[src/rtl/hood_mode_ctrl_if.sv]
// Hood mode controller bus: press pulses, power level and 1 s tick in,
// mode / fan / countdown / status out.
interface hood_mode_ctrl_if;
    logic       tick_1s;
    logic       power_on;
    logic       menu_btn;
    logic       lvl1_btn;
    logic       lvl2_btn;
    logic       lvl3_btn;
    logic       clean_btn;
    logic [2:0] mode;
    logic [1:0] fan_speed;
    logic [7:0] countdown;
    logic       lvl3_used;
    logic       clean_done;
    logic       remind;

    // Driver side (input block / testbench)
    modport master (
        output tick_1s, power_on, menu_btn, lvl1_btn, lvl2_btn, lvl3_btn, clean_btn,
        input  mode, fan_speed, countdown, lvl3_used, clean_done, remind
    );

    // Controller side
    modport slave (
        input  tick_1s, power_on, menu_btn, lvl1_btn, lvl2_btn, lvl3_btn, clean_btn,
        output mode, fan_speed, countdown, lvl3_used, clean_done, remind
    );
endinterface

[src/rtl/hood_mode_ctrl.sv]
// Range hood mode controller: power/menu/fan-level/boost/cooldown/self-clean
// state machine with registered outputs.
// Optional macro HOOD_REMIND_EN adds a fan run-time accumulator that raises
// a cleaning reminder after T_REMIND fan-run seconds.
module hood_mode_ctrl #(
    parameter logic [7:0]  T_STORM  = 8'd60,
    parameter logic [7:0]  T_COOL   = 8'd60,
    parameter logic [7:0]  T_CLEAN  = 8'd180,
    parameter logic [15:0] T_REMIND = 16'd36000
) (
    input  logic              clk,
    input  logic              reset,
    hood_mode_ctrl_if.slave   bus
);

    typedef enum logic [2:0] {
        OFF     = 3'd0,
        STANDBY = 3'd1,
        MENU    = 3'd2,
        LVL1    = 3'd3,
        LVL2    = 3'd4,
        LVL3    = 3'd5,
        COOL    = 3'd6,
        CLEAN   = 3'd7
    } mode_t;

    mode_t      state;
    logic [1:0] fan_q;
    logic [7:0] cnt_q;
    logic       used_q;
    logic       done_q;
    logic       remind_q;

    // Timer expiry: the last tick of a running countdown. Beats any button.
    logic expire;
    logic cnt_dec;
    assign expire  = bus.tick_1s && (cnt_q == 8'd1);
    assign cnt_dec = bus.tick_1s && (cnt_q != 8'd0);

    // Mode FSM; fan speed is written together with each mode change so it
    // always matches the registered mode.
    always_ff @(posedge clk or negedge reset) begin
        if (!reset) begin
            state  <= OFF;
            fan_q  <= 2'd0;
            cnt_q  <= 8'd0;
            used_q <= 1'b0;
            done_q <= 1'b0;
        end else begin
            done_q <= 1'b0;
            if (!bus.power_on) begin
                state  <= OFF;
                fan_q  <= 2'd0;
                cnt_q  <= 8'd0;
                used_q <= 1'b0;
            end else begin
                unique case (state)
                    OFF: begin
                        state <= STANDBY;
                        fan_q <= 2'd0;
                    end
                    STANDBY: begin
                        if (bus.menu_btn) state <= MENU;
                    end
                    MENU: begin
                        // lvl3 falls through to lower buttons once consumed
                        if (bus.menu_btn) begin
                            state <= STANDBY;
                        end else if (bus.lvl3_btn && !used_q) begin
                            state  <= LVL3;
                            fan_q  <= 2'd3;
                            cnt_q  <= T_STORM;
                            used_q <= 1'b1;
                        end else if (bus.lvl2_btn) begin
                            state <= LVL2;
                            fan_q <= 2'd2;
                        end else if (bus.lvl1_btn) begin
                            state <= LVL1;
                            fan_q <= 2'd1;
                        end else if (bus.clean_btn) begin
                            state <= CLEAN;
                            fan_q <= 2'd0;
                            cnt_q <= T_CLEAN;
                        end
                    end
                    LVL1, LVL2: begin
                        if (bus.menu_btn) begin
                            state <= STANDBY;
                            fan_q <= 2'd0;
                        end else if (bus.lvl1_btn) begin
                            state <= LVL1;
                            fan_q <= 2'd1;
                        end else if (bus.lvl2_btn) begin
                            state <= LVL2;
                            fan_q <= 2'd2;
                        end
                    end
                    LVL3: begin
                        if (expire) begin
                            state <= LVL2;
                            fan_q <= 2'd2;
                            cnt_q <= 8'd0;
                        end else if (bus.menu_btn) begin
                            state <= COOL;
                            fan_q <= 2'd2;
                            cnt_q <= T_COOL;
                        end else if (cnt_dec) begin
                            cnt_q <= cnt_q - 8'd1;
                        end
                    end
                    COOL: begin
                        if (expire) begin
                            state <= STANDBY;
                            fan_q <= 2'd0;
                            cnt_q <= 8'd0;
                        end else if (cnt_dec) begin
                            cnt_q <= cnt_q - 8'd1;
                        end
                    end
                    CLEAN: begin
                        if (expire) begin
                            state  <= STANDBY;
                            fan_q  <= 2'd0;
                            cnt_q  <= 8'd0;
                            done_q <= 1'b1;
                        end else if (cnt_dec) begin
                            cnt_q <= cnt_q - 8'd1;
                        end
                    end
                    default: begin
                        state <= OFF;
                        fan_q <= 2'd0;
                        cnt_q <= 8'd0;
                    end
                endcase
            end
        end
    end

`ifdef HOOD_REMIND_EN
    logic [15:0] acc_q;

    // Fan run-time accumulator; survives power-off, cleared by a finished clean.
    always_ff @(posedge clk or negedge reset) begin
        if (!reset) begin
            acc_q    <= 16'd0;
            remind_q <= 1'b0;
        end else if (done_q) begin
            acc_q    <= 16'd0;
            remind_q <= 1'b0;
        end else if (bus.tick_1s && (fan_q != 2'd0) && (acc_q < T_REMIND)) begin
            acc_q <= acc_q + 16'd1;
            if (acc_q + 16'd1 == T_REMIND) remind_q <= 1'b1;
        end
    end
`else
    logic unused_remind_cfg;
    assign unused_remind_cfg = ^T_REMIND;
    assign remind_q = 1'b0;
`endif

    assign bus.mode       = state;
    assign bus.fan_speed  = fan_q;
    assign bus.countdown  = cnt_q;
    assign bus.lvl3_used  = used_q;
    assign bus.clean_done = done_q;
    assign bus.remind     = remind_q;

endmodule
[src/flat_wrapper.sv]
// flat-port wrapper written by rule: the top's interface ports become plain ports
module hood_mode_ctrl_flat 
#(
    parameter logic [7:0]  T_STORM  = 8'd60,
    parameter logic [7:0]  T_COOL   = 8'd60,
    parameter logic [7:0]  T_CLEAN  = 8'd180,
    parameter logic [15:0] T_REMIND = 16'd36000
)
  (clk, reset, bus_tick_1s, bus_power_on, bus_menu_btn, bus_lvl1_btn, bus_lvl2_btn, bus_lvl3_btn, bus_clean_btn, bus_mode, bus_fan_speed, bus_countdown, bus_lvl3_used, bus_clean_done, bus_remind);
  hood_mode_ctrl_if bus_i ();
  input  logic clk;
  input  logic reset;
  input wire logic [$bits(bus_i.tick_1s)-1:0] bus_tick_1s;
  input wire logic [$bits(bus_i.power_on)-1:0] bus_power_on;
  input wire logic [$bits(bus_i.menu_btn)-1:0] bus_menu_btn;
  input wire logic [$bits(bus_i.lvl1_btn)-1:0] bus_lvl1_btn;
  input wire logic [$bits(bus_i.lvl2_btn)-1:0] bus_lvl2_btn;
  input wire logic [$bits(bus_i.lvl3_btn)-1:0] bus_lvl3_btn;
  input wire logic [$bits(bus_i.clean_btn)-1:0] bus_clean_btn;
  output wire logic [$bits(bus_i.mode)-1:0] bus_mode;
  output wire logic [$bits(bus_i.fan_speed)-1:0] bus_fan_speed;
  output wire logic [$bits(bus_i.countdown)-1:0] bus_countdown;
  output wire logic [$bits(bus_i.lvl3_used)-1:0] bus_lvl3_used;
  output wire logic [$bits(bus_i.clean_done)-1:0] bus_clean_done;
  output wire logic [$bits(bus_i.remind)-1:0] bus_remind;
  assign bus_i.tick_1s = bus_tick_1s;
  assign bus_i.power_on = bus_power_on;
  assign bus_i.menu_btn = bus_menu_btn;
  assign bus_i.lvl1_btn = bus_lvl1_btn;
  assign bus_i.lvl2_btn = bus_lvl2_btn;
  assign bus_i.lvl3_btn = bus_lvl3_btn;
  assign bus_i.clean_btn = bus_clean_btn;
  assign bus_mode = bus_i.mode;
  assign bus_fan_speed = bus_i.fan_speed;
  assign bus_countdown = bus_i.countdown;
  assign bus_lvl3_used = bus_i.lvl3_used;
  assign bus_clean_done = bus_i.clean_done;
  assign bus_remind = bus_i.remind;
  hood_mode_ctrl #(.T_STORM(T_STORM), .T_COOL(T_COOL), .T_CLEAN(T_CLEAN), .T_REMIND(T_REMIND)) u_core (.clk(clk), .reset(reset), .bus(bus_i));
endmodule
[config.mk]
export PLATFORM = sky130hd
export DESIGN_NAME = hood_mode_ctrl_flat
export DESIGN_NICKNAME = d
export VERILOG_FILES = /design/src/rtl/hood_mode_ctrl_if.sv /design/src/rtl/hood_mode_ctrl.sv /design/src/flat_wrapper.sv
export SDC_FILE = /design/constraint.sdc
export NUM_CORES = 1
export LEC_CHECK = 0
export ABC_AREA = 1
export BUFFER_PORTS_ARGS = -buffer_cell sky130_fd_sc_hd__buf_2
export CORE_MARGIN = 5
export CORE_UTILIZATION = 59
export DETAILED_ROUTE_END_ITERATION = 12
export PLACE_DENSITY = 0.84
export SKIP_CTS_REPAIR_TIMING = 1
export SYNTH_ARGS = -nofsm -noshare
export SYNTH_HDL_FRONTEND = slang
export SYNTH_SLANG_ARGS = --single-unit
[constraint.sdc]
create_clock -name clk -period 2.45 [get_ports clk]
set_input_delay 0.1225 -clock clk [delete_from_list [all_inputs] [get_ports clk]]
set_output_delay 0.1225 -clock clk [all_outputs]
set_load 0.005 [all_outputs]
-- Word level (Yosys, flattened, before mapping)
Index checks and enable logic that the tools add are counted.
- add/sub/neg operators: 1
- muxes and demuxes: 45
- equal/unequal tests: 23
- reductions and logical operators: 12
- operators with widths (kind ; count):
    $mux W8 ; 10
    $mux W3 ; 13
    $mux W2 ; 12
    $pmux W8 S3 ; 1
    $pmux W3 S6 ; 1
    $ne A4 B3 Y1 const B ; 4
    $eq A3 B3 Y1 const B ; 4
    $pmux W2 S5 ; 1
    $reduce_and A5 Y1 ; 2
    $eq A8 B1 Y1 const B ; 1
    $reduce_bool A8 Y1 ; 1
    $sub A8 B1 Y8 const B ; 1
    $mux W1 ; 7
    $ne A7 B6 Y1 const B ; 1
    $eq A3 B2 Y1 const B ; 2
    $ne A3 B3 Y1 const B ; 2
    $ne A6 B2 Y1 const B ; 1
    $ne A6 B5 Y1 const B ; 1
    $reduce_and A6 Y1 ; 1
    $ne A5 B5 Y1 const B ; 1
    $ne A2 B1 Y1 const B ; 2
    $ne A4 B2 Y1 const B ; 1
    $reduce_or A2 Y1 ; 2
    $eq A3 B1 Y1 const B ; 1
    6 further kinds ; 8
- bits in registers: 15
- logic and storage cells: 86
- input port bits: 9

-- Depth between registers and ports, before layout
- depth after elaboration: 7
- gate-level depth with buffers: 12
- depth with buffers taken out: 12

-- Least setup slack after synthesis
Ideal clock, no wire load.
- path type: register to register
- from: register u_core.cnt_q[0], in the netlist u_core.bus.countdown[0]
- to: register u_core.cnt_q[6], in the netlist u_core.bus.countdown[6]
- data arrival time: 1.330 ns
- library setup time: 0.117 ns
- cell stages (with the launch flop): 11
- required time: 2.333 ns
- slack: 1.003 ns
- cells stage by stage: dfrtp_1 -> inv_1 -> ha_1 -> nand3_1 -> nor2_1 -> nor2_1 -> nand2_1 -> nor2_1 -> nand2_1 -> nor2_1 -> nor2_1
- cells in the longest elaborated chain, start to end: 7
- elaborated cells on any way between the ends: 11
- classes of those cells: 1 x add/sub; 1 x eq/ne; 6 x mux; 3 x reduce/logical
- RTL lines (item ; RTL line ; source):
    start, declared ; hood_mode_ctrl.sv:29 ; logic [7:0] cnt_q;
    start signal, assigned ; hood_mode_ctrl.sv:108 ; cnt_q <= cnt_q - 8'd1;
    start signal, assigned ; hood_mode_ctrl.sv:117 ; cnt_q <= cnt_q - 8'd1;
    start signal, assigned ; hood_mode_ctrl.sv:127 ; cnt_q <= cnt_q - 8'd1;
    branches (longest 5 deep; another with $sub A8 B1 Y8) ; -- ;
    $pmux W8 S3 (*) ; hood_mode_ctrl.sv:57 ; unique case (state)
    $mux W8 (*) ; hood_mode_ctrl.sv:51 ; if (!bus.power_on) begin
Mark *: on every way between the ends.
A chain may end at the register's enable or synchronous reset.

-- Worst setup path after layout
- from: register u_core.cnt_q[0], in the netlist u_core.bus.countdown[0]
- to: register u_core.cnt_q[4], in the netlist u_core.bus.countdown[4]
The elaborated chain is that of the path after synthesis.

==> impl_metrics.csv <==
group,metric,value,unit
run_status,status,"finished, final reports clean",
cells_and_area,layout-drive-gt1-share,0.1949,
timing,max_freq,595.6,MHz
cells_and_area,areaGrowthSynthToFinish,13.29,%
clock_tree,insertion_delay,280,ps
global_route,overflow,0,
timing,min_period,1679,ps
global_route,gr-usage-all-layers,0.2006,
cells_and_area,final_common_cell,"nand2_1",
clock_tree,root_buffer,"clkbuf_4",
timing,setup_viol,0,
timing,setup_tns,0,ps
logic_synthesis,synth_area,1290,sq um
power,p_leak,0.0008402,uW
global_route,antenna_found_initial,0,
clock_tree,cts_made_buffers,3,
power,peakVddDrop,0.5362,mV
floorplan,row_count,17,
drt,routed_via_density,5.246,
setup_path,cp.arrival,1860,ps
floorplan,start_util,0.6005,
timing,slew_violations,0,
clock_tree,clock_sinks,15,
setup_path,critPathMaxStageDelay,420,ps
drt,drt.antenna.violating_nets,0,
clock_tree,cts_tree,"done",
placed_design,dp.cells,259,
timing,clock_skew,6.308,ps
logic_synthesis,ys_types,28,
worst_hold_path,min-delay-path-class,"in2reg",
floorplan,io_pins,25,
floorplan,die_w,56.76,um
global_route,grt_max_degree,16,
floorplan,design.core.area,2148,sq um
setup_path,crit_buf_inv,1,
timing,rsz0062_at_grt,"false",
setup_path,worst_path_most_repeated_cell,"nand2_1",
floorplan,die_y,56.76,um
cells_and_area,final_cell_mix,"nand2_1, inv_1, nor2_1",
setup_path,cp-end-kind,"register",
cells_and_area,diodes,0,
setup_path,startpoint_type,"register",
power,powerDensity,858.3,nW/um^2
drt,drt-total-wl,3082,um
cells_and_area,fillers,205,
setup_path,cp_cell_sequence,"inv_1, ha_1, nand3_1, nor2_1, nor2_1, nand2_1, nand2_1, nand2_1, nand2_1, nand2_1, nand2_1, nand2_1",
logic_synthesis,yosys.area.top_type,"dfrtp_1",
global_route,grt_pass1_vias,1268,
cells_and_area,fin_cells,264,
logic_synthesis,yosysSeqAreaShare,0.2910,
logic_synthesis,synthesis.nets,221,
setup_path,slowest_stage,"dfrtp_1",
clock_tree,clk_pin_slew,90,ps
clock_tree,cts_buffer_depth,2,
placed_design,gp_congestion,0.9625,
timing,hold_violations,0,
logic_synthesis,avgSynthCellArea,6.143,sq um
setup_path,cp_top_family,"simple AND/OR/NAND/NOR gates",
drt,dr.pass1.iters,4,
setup_path,crit_type,"reg2reg",
timing,post-route-period-util,0.6853,
logic_synthesis,synth.ff_latch_count,15,
job,cap_viol_max_count,0,
global_route,grt_pass1_wl,5147,um
drt,post-route-drc-count,0,
logic_synthesis,synth_top_area_frac,0.2910,
floorplan,die_area,3222,sq um
drt,dr.first_iter.drc_count,50,
setup_path,required,2640,ps
cells_and_area,nets,248,
logic_synthesis,yosysWarnings,0,
drt,num_vias,1385,
placed_design,io_buffers,23,
placed_design,dp_hpwl,2426,um
drt,wl_per_cell,11.67,um
logic_synthesis,synthTopCellsByArea,"dfrtp_1, nand2_1, inv_1, nor2_1, nand3_1",
setup_path,critPathMaxFanout,5,
clock_tree,h-tree-depth,1,
logic_synthesis,synth_cells,210,
-- area by class of cell --
cell class                 count  area (sq um)  area share
clock buffer                   4         26.28     0.01798
multi-input combinational    160         773.2      0.5291
inverter                      33         126.4     0.08647
tap                           28         35.03     0.02397
sequential                    15         375.4      0.2568
timing repair buffer          24         125.1     0.08562
-- final timing paths --
kind | slack (ps) | depth (start not counted) | end | startpoint
setup / recovery | 770 | 12 | u_core.bus.countdown[4] | u_core.bus.countdown[0]
hold / removal | 200 | 3 | u_core.bus.fan_speed[0] | bus_power_on
setup reg to reg | 770 | 12 | u_core.bus.countdown[4] | u_core.bus.countdown[0]
hold reg to reg | 500 | 2 | u_core.bus.fan_speed[0] | u_core.bus.fan_speed[0]
max in group asynchronous | 1920 | 2 | u_core.bus.clean_done | reset
min in group asynchronous | 270 | 2 | u_core.bus.countdown[4] | reset
-- stage by stage --
step / hold slack [ps] / cell area (sq um) / setup slack [ps] / util / power (uW)
after global routing: 218.5 / 1461 / 601.3 / 0.6803 / 1380
after CTS: -255.8 / 1451 / 788.0 / 0.6756 / 1252
final: 201.9 / 1461 / 771.1 / 0.6803 / 1254
after detailed placement: 50.50 / 1425 / 805.1 / 0.6634 / 1110
after global placement: 43.86 / 1425 / 831.9 / 0.6634 / 1097
after floorplan: -173.1 / 1290 / 1003 / - / 906.7
-- routing by layer --
| metal | up-vias | track usage | part of all wire |
|---|---|---|---|
| li1 | 715 | - | - |
| met1 | 627 | 0.2378 | 0.45 |
| met2 | 36 | 0.3449 | 0.49 |
| met3 | 7 | 0.03218 | 0.044 |
| met4 | 0 | 0.1026 | 0.021 |
| met5 | - | 0 | 0 |
-- state kept, by name (all words and copies together), names as in the netlist --
signal	count
u_core.bus.countdown	8
u_core.bus.mode	3
u_core.bus.fan_speed	2
u_core.bus.clean_done	1
u_core.bus.lvl3_used	1
-- kinds of logic (layout without fill, tap and decap cells) --
kind of cell | after synthesis | after routing | synth area share
AND/OR/NAND/NOR | 135 | 135 | 0.4762
buffers and inverters | 35 | 61 | 0.1096
AO/OA/AOI/OAI | 22 | 22 | 0.1009
flip-flops | 15 | 15 | 0.2910
adder cells (fa/ha/maj) | 2 | 2 | 0.01940
other | 1 | 1 | 0.002907
-- synth_stat cells --
library cell / n
inv_1: 29
o21a_1: 1
nor4_1: 1
nand4_1: 6
ha_1: 2
nor2_4: 1
nand2_2: 6
a31oi_1: 1
nor3b_1: 1
nor3_1: 2
inv_2: 3
nand3b_1: 1
o22ai_2: 1
dfrtp_1: 15
o21ai_0: 9
nand3_2: 2
conb_1: 1
nand3_4: 1
o21ai_2: 1
nand2_1: 65
inv_4: 1
a32o_1: 1
nor2_1: 28
a21oi_1: 4
buf_4: 2
nor2_2: 4
o21ai_1: 4
nand3_1: 17
-- power by group --
part           switching, uW  internal [uW]
clock                   79.2           63.2
sequential              94.5            318
combinational            446            254
-- worst min-delay path: stages --
cell     delay (ps)
buf_2           170
nand2_1          90
o21ai_1          60
No activity file was read; power rests on OpenSTA's default activity.
